--- config.mk ---
export PLATFORM = sky130hd
export DESIGN_NAME = vpu_reduction_seq
export DESIGN_NICKNAME = d
export VERILOG_FILES = /design/src/rtl/vpu_reduction_seq.sv
export SDC_FILE = /design/constraint.sdc
export NUM_CORES = 1
export LEC_CHECK = 0
export BUFFER_PORTS_ARGS = -buffer_cell sky130_fd_sc_hd__buf_2
export CORE_AREA = 3 3 424 426
export DETAILED_ROUTE_END_ITERATION = 8
export DIE_AREA = 0 0 427 429
export PLACE_DENSITY = 0.34
export SYNTH_ARGS = -nofsm -noshare
export SYNTH_HDL_FRONTEND = slang
export SYNTH_SLANG_ARGS = --single-unit
--- constraint.sdc ---
create_clock -name clk -period 8.8 [get_ports clk]
set_clock_uncertainty 0.2 [all_clocks]
set_input_delay 0.44 -clock clk [delete_from_list [all_inputs] [get_ports clk]]
set_output_delay 0.44 -clock clk [all_outputs]
set_load 0.03 [all_outputs]
--- src/rtl/vpu_reduction_seq.sv ---
// vpu_reduction_seq: runs one full-vector FP sum / FP max reduction.
// Reads EXEC_CNT chunks from the VRF, issues each to the reduction unit,
// and writes the final scalar back over a valid/ready handshake.
//
// Ports:
//   clk, rst                      clock, synchronous active-high reset
//   req_valid_i/req_ready_o       request handshake
//   req_op_i                      bit0 fp_sum, bit1 fp_max (one-hot)
//   req_src_i/req_dst_i           chunk 0 address / result address
//   rd_en_o/rd_addr_o/rd_data_i   VRF read port (data 1 cycle after en)
//   red_start_o                   start pulse to the reduction unit
//   red_sum_o/red_max_o           op select, held for the whole op
//   red_operand_o                 registered chunk operand
//   red_done_i/red_dout_i         unit done pulse and scalar result
//   wb_valid_o/wb_ready_i         write-back handshake
//   wb_addr_o/wb_data_o           write-back address and data
//   busy_o                        high whenever not IDLE
//   err_o                         one-cycle pulse: illegal op or timeout
module vpu_reduction_seq #(
    parameter int EXEC_CNT        = 4,
    parameter int DWIDTH_PER_EXEC = 512,
    parameter int OPERAND_WIDTH   = 16,
    parameter int ADDR_WIDTH      = 5,
    parameter int TIMEOUT         = 255
) (
    input  logic                       clk,
    input  logic                       rst,
    input  logic                       req_valid_i,
    output logic                       req_ready_o,
    input  logic [1:0]                 req_op_i,
    input  logic [ADDR_WIDTH-1:0]      req_src_i,
    input  logic [ADDR_WIDTH-1:0]      req_dst_i,
    output logic                       rd_en_o,
    output logic [ADDR_WIDTH-1:0]      rd_addr_o,
    input  logic [DWIDTH_PER_EXEC-1:0] rd_data_i,
    output logic                       red_start_o,
    output logic                       red_sum_o,
    output logic                       red_max_o,
    output logic [DWIDTH_PER_EXEC-1:0] red_operand_o,
    input  logic                       red_done_i,
    input  logic [OPERAND_WIDTH-1:0]   red_dout_i,
    output logic                       wb_valid_o,
    input  logic                       wb_ready_i,
    output logic [ADDR_WIDTH-1:0]      wb_addr_o,
    output logic [OPERAND_WIDTH-1:0]   wb_data_o,
    output logic                       busy_o,
    output logic                       err_o
);

    localparam int CW = (EXEC_CNT > 1) ? $clog2(EXEC_CNT) : 1;
    localparam logic [CW-1:0] LAST = CW'(EXEC_CNT - 1);
    localparam logic [7:0] TMO = 8'(TIMEOUT);

    typedef enum logic [2:0] {
        IDLE, READ, CAPT, ISSUE, WAIT, WB
    } state_t;

    state_t                     state_q, state_d;
    logic [CW-1:0]              chunk_q, chunk_d;
    logic [1:0]                 op_q, op_d;
    logic [ADDR_WIDTH-1:0]      src_q, src_d;
    logic [ADDR_WIDTH-1:0]      dst_q, dst_d;
    logic [7:0]                 tmo_q, tmo_d;
    logic [DWIDTH_PER_EXEC-1:0] operand_q, operand_d;
    logic [OPERAND_WIDTH-1:0]   result_q, result_d;
    logic                       err_d;

    // Registered outputs, all derived from the next-state values.
    logic                       req_ready_q, busy_q, rd_en_q, err_q;
    logic                       red_start_q, red_sum_q, red_max_q;
    logic                       wb_valid_q;
    logic [ADDR_WIDTH-1:0]      rd_addr_q, wb_addr_q;
    logic [OPERAND_WIDTH-1:0]   wb_data_q;

    always_comb begin
        state_d   = state_q;
        chunk_d   = chunk_q;
        op_d      = op_q;
        src_d     = src_q;
        dst_d     = dst_q;
        tmo_d     = tmo_q;
        operand_d = operand_q;
        result_d  = result_q;
        err_d     = 1'b0;
        unique case (state_q)
            IDLE: begin
                if (req_valid_i) begin
                    op_d    = req_op_i;
                    src_d   = req_src_i;
                    dst_d   = req_dst_i;
                    chunk_d = '0;
                    // Only 01 and 10 are legal op selects.
                    if (req_op_i[0] ^ req_op_i[1]) begin
                        state_d = READ;
                    end else begin
                        err_d = 1'b1;
                    end
                end
            end
            READ: state_d = CAPT;
            CAPT: begin
                operand_d = rd_data_i;
                state_d   = ISSUE;
            end
            ISSUE: begin
                tmo_d   = '0;
                state_d = WAIT;
            end
            WAIT: begin
                tmo_d = tmo_q + 8'd1;
                if (red_done_i) begin
                    if (chunk_q == LAST) begin
                        result_d = red_dout_i;
                        state_d  = WB;
                    end else begin
                        chunk_d = chunk_q + CW'(1);
                        state_d = READ;
                    end
                end else if (tmo_d == TMO) begin
                    err_d   = 1'b1;
                    state_d = IDLE;
                end
            end
            WB: begin
                if (wb_ready_i) state_d = IDLE;
            end
            default: state_d = IDLE;
        endcase
    end

    always_ff @(posedge clk) begin
        if (rst) begin
            state_q     <= IDLE;
            chunk_q     <= '0;
            op_q        <= '0;
            src_q       <= '0;
            dst_q       <= '0;
            tmo_q       <= '0;
            operand_q   <= '0;
            result_q    <= '0;
            req_ready_q <= 1'b1;
            busy_q      <= 1'b0;
            rd_en_q     <= 1'b0;
            rd_addr_q   <= '0;
            red_start_q <= 1'b0;
            red_sum_q   <= 1'b0;
            red_max_q   <= 1'b0;
            wb_valid_q  <= 1'b0;
            wb_addr_q   <= '0;
            wb_data_q   <= '0;
            err_q       <= 1'b0;
        end else begin
            state_q     <= state_d;
            chunk_q     <= chunk_d;
            op_q        <= op_d;
            src_q       <= src_d;
            dst_q       <= dst_d;
            tmo_q       <= tmo_d;
            operand_q   <= operand_d;
            result_q    <= result_d;
            req_ready_q <= (state_d == IDLE);
            busy_q      <= (state_d != IDLE);
            rd_en_q     <= (state_d == READ);
            // Address wraps modulo 2^ADDR_WIDTH by construction.
            rd_addr_q   <= (state_d == READ) ?
                           src_d + ADDR_WIDTH'(chunk_d) : '0;
            red_start_q <= (state_d == ISSUE);
            red_sum_q   <= (state_d != IDLE) & op_d[0];
            red_max_q   <= (state_d != IDLE) & op_d[1];
            wb_valid_q  <= (state_d == WB);
            wb_addr_q   <= (state_d == WB) ? dst_d : '0;
            wb_data_q   <= (state_d == WB) ? result_d : '0;
            err_q       <= err_d;
        end
    end

    assign req_ready_o   = req_ready_q;
    assign busy_o        = busy_q;
    assign rd_en_o       = rd_en_q;
    assign rd_addr_o     = rd_addr_q;
    assign red_start_o   = red_start_q;
    assign red_sum_o     = red_sum_q;
    assign red_max_o     = red_max_q;
    assign red_operand_o = operand_q;
    assign wb_valid_o    = wb_valid_q;
    assign wb_addr_o     = wb_addr_q;
    assign wb_data_o     = wb_data_q;
    assign err_o         = err_q;

endmodule

==> flow_metrics.tcl <==
set metrics [dict create \
    routed_wl_um 106000 \
    grt_pass1_wl_um 152000 \
    synth-edff-count 0 \
    cp_data_required_time_ns 9.18 \
    syn_to_final_growth_pct 78.0 \
    clk_latency_ns 0.66 \
    synth.yosys.seq_area_share_pct 57.6 \
    grt_pass1_vias 22800 \
    hold_depth 2 \
    nFillCells 19900 \
    cp_common_cell "buf_4" \
    fmax_mhz 276 \
    peakVddDrop_mv 0.137 \
    synth_top_cell_area_share_pct 57.6 \
    p_leak_nw 15.3 \
    clk_pin_slew_ns 0.06 \
    critPathLaunchType "register" \
    syn_nets 3078 \
    avgRoutedWirePerCell_um 16.4 \
    path_cells "nor2b_1, nand2b_4, buf_4, buf_4, nand2_1, a21oi_1" \
    r2r_cells 6 \
    min_to "dst_q[2]" \
    drcViolationCount 0 \
    status "completed" \
    coreArea_um2 176000 \
    critPathMaxFanout 67 \
    tritoncts "built" \
    async_flop_share_pct 0 \
    grt_use_total_pct 11.1 \
    cp_slowest_stage_delay_ns 0.76 \
    overflow 0 \
    chipHeight_um 429 \
    antenna_found_initial 14 \
    gp_congestion 0.871 \
    worst_pin_slew_ns 1.19 \
    rows 154 \
    setup_tns_ns 0 \
    cts-root-buf "clkbuf_16" \
    ctsLongestPathBuffers 3 \
    drt_iter0_markers 1075 \
    grt_use_met3_pct 3.82 \
    synthDistinctLibCells 50 \
    final_nets 4615 \
    period_minus_slack_ns 3.62 \
    finalCritPeriodShare_pct 41.1 \
    design.portCount 1091 \
    io_buffers 1090 \
    viasPerCell 3.49 \
    dr.pass1.iters 5 \
    worstSetupPathType "register to register" \
    cap_violations 0 \
    die_x_um 427 \
    yosysWarnings 0 \
    power_mw 7.86 \
    netlist_instances 2528 \
    drive_gt1_share_pct 30.5 \
    hold_path_class "primary input to register" \
    busiest_layer "met2" \
    synthTopCellsByArea "dfxtp_1 58%, nand2_1 19%, a21oi_1 13%" \
    end_kind "register" \
    yosysTopAreaCell "dfxtp_1" \
    synth_seq_cells 587 \
    hold_violations 0 \
    start_util_pct 11.6 \
    rsz0062_at_grt "no" \
    relSlewSlack_pct 20.7 \
    dieArea_um2 183000 \
    rr_startpoint "state_q[2]" \
    ant_nets 0 \
    cts_max_level 3 \
    timing.rr.end "red_operand_o[348]" \
    regToRegSetupSlack_ns 5.18 \
    cp.buffers_inverters 2 \
    hp-start "rst" \
    ys.flop_type "dfxtp_1" \
    grt_max_degree 174 \
    cts.sinks 587 \
    syn_area_um2 20400 \
    grt_use_met1_pct 12.2 \
    path_delay_family "buffers and inverters" \
    grt_util_met2_pct 18.8 \
    dp_hpwl_um 76200 \
    cp_slowest_cell "buf_4" \
    slew_viol_final 0 \
    path_depth 6 \
    setup_viol 0 \
    dr_total_vias 22600 \
    cp_data_arrival_time_ns 4.00 \
    power_density_nw_per_um2 217 \
    postSynthAreaPerCell_um2 8.07 \
    numCtsBuffers 77 \
]
## power by group
| part | total (mW) | switching (mW) | leakage [nW] | internal (mW) |
|---|---|---|---|---|
| registers | 2.97 | 0.102 | 4.76 | 2.87 |
| clock network | 3.25 | 1.28 | 1.29 | 1.96 |
| logic | 1.65 | 1.10 | 9.25 | 0.549 |
| total | 7.86 | 2.49 | 15.3 | 5.38 |
## cells in the final DEF (no fill, tap or decap), types with 5 or more instances in the layout
master / instances
clkbuf_16: 80
dlygate4sd3_1: 541
nand3_1: 8
nor2b_1: 5
nor2_1: 32
nor3_1: 5
dfxtp_1: 587
nor3b_2: 16
buf_2: 1089
and3_1: 9
buf_12: 6
nand2_1: 1046
clkinv_2: 11
nor3b_1: 7
inv_6: 6
mux2i_1: 24
xnor2_1: 5
clkbuf_8: 21
inv_1: 5
diode_2: 11
clkbuf_1: 17
a21oi_1: 532
buf_4: 13
## final cells by class
class,count,area (um2),area share (%)
Inverter,5,18.8,0.0517
Clock buffer,118,2350,6.48
Clock inverter,23,251,0.693
Sequential cell,587,11800,32.4
Tap cell,2340,2930,8.06
Multi-Input combinational cell,1744,7880,21.7
Timing Repair Buffer,1650,11100,30.6
Antenna cell,11,27.5,0.0758
## flip-flops by register name, summed over array words and instances, names as in the netlist, 3 cells and up
signal	count
state_q	3
result_q	16
rd_addr_o	5
red_operand_o	512
tmo_q	8
src_q	5
dst_q	5
wb_data_o	16
wb_addr_o	5
## kinds of logic (layout without fill, tap and decap cells)
logic type / Yosys count / after routing / share of synthesized area (%)
buf+inv: 197 / 1796 / 3.83
xor+xnor: 7 / 7 / 0.301
compound gates: 558 / 558 / 14.1
simple gates: 1150 / 1150 / 22.6
fa+ha+maj: 5 / 5 / 0.344
flops: 587 / 587 / 57.6
other cells: 0 / 11 / 0
mux: 24 / 24 / 1.18
## synth_stat cells (2+ instances only)
library cell and number:
a31oi_1 2, nor3b_2 16, buf_2 7, and2_1 3, ha_1 4, buf_1 10
a21oi_1 532, o2111a_1 2, nand2b_1 3, dfxtp_1 587, a21boi_0 3, nand2_1 1046
xnor2_1 5, xor2_1 2, nor2b_1 6, o21ai_0 4, nand4_1 3, nor4_1 3
o21a_1 2, buf_6 4, nor2_1 32, inv_1 5, mux2i_1 24, nor3b_1 7
nand3_1 8, nor3_1 5, nand3b_1 2, and3_1 9, or3_1 2, clkbuf_1 170
## stage by stage
step | cell area, um2 | hold WS, ns | utilization, % | std cells | setup slack (ns)
2_1_floorplan | 20400 | 0.235 | - | 2528 | 5.96
3_3_place_gp | 28300 | 0.239 | 16.0 | 5785 | 5.12
5_1_grt | 36300 | 0.0858 | 20.6 | 6475 | 4.81
4_1_cts | 36300 | 0.0198 | 20.6 | 6467 | 5.10
6_report | 36300 | 0.108 | 20.6 | 6478 | 5.18
3_5_place_dp | 28300 | 0.243 | 16.0 | 5785 | 5.11
## per-layer routing
layer | vias to the layer above | routed length [um]
li1 | 11300 | -
met1 | 10400 | 41700
met2 | 686 | 52100
met3 | 199 | 7800
met4 | 4 | 4830
met5 | - | 27
## worst max path at each step
stage	to	slack, ns	start
floorplan	rd_addr_o[4]	5.96	state_q[1]
global placement	red_operand_o[462]	5.12	state_q[2]
detailed placement	red_operand_o[222]	5.11	state_q[2]
CTS	red_operand_o[222]	5.10	state_q[2]
global route	red_operand_o[346]	4.81	state_q[2]
finish	red_operand_o[348]	5.18	state_q[2]
## repair_timing
| item | 4_1_cts | 5_1_grt |
|---|---|---|
| setup endpoints to repair | 0 | 0 |
| hold endpoints to repair | 567 | 0 |
| hold buffers | 541 | 0 |
| buffers inserted | 0 | 0 |
| gates resized for setup | 0 | 0 |
## worst reg2reg max path: stages, from the launching register on
cell	delay (ns)
dfxtp_1	0.64
nor2b_1	0.21
nand2b_4	0.57
buf_4	0.78
buf_4	0.78
nand2_1	0.20
a21oi_1	0.17
No activity file was read; power rests on OpenSTA's default activity.
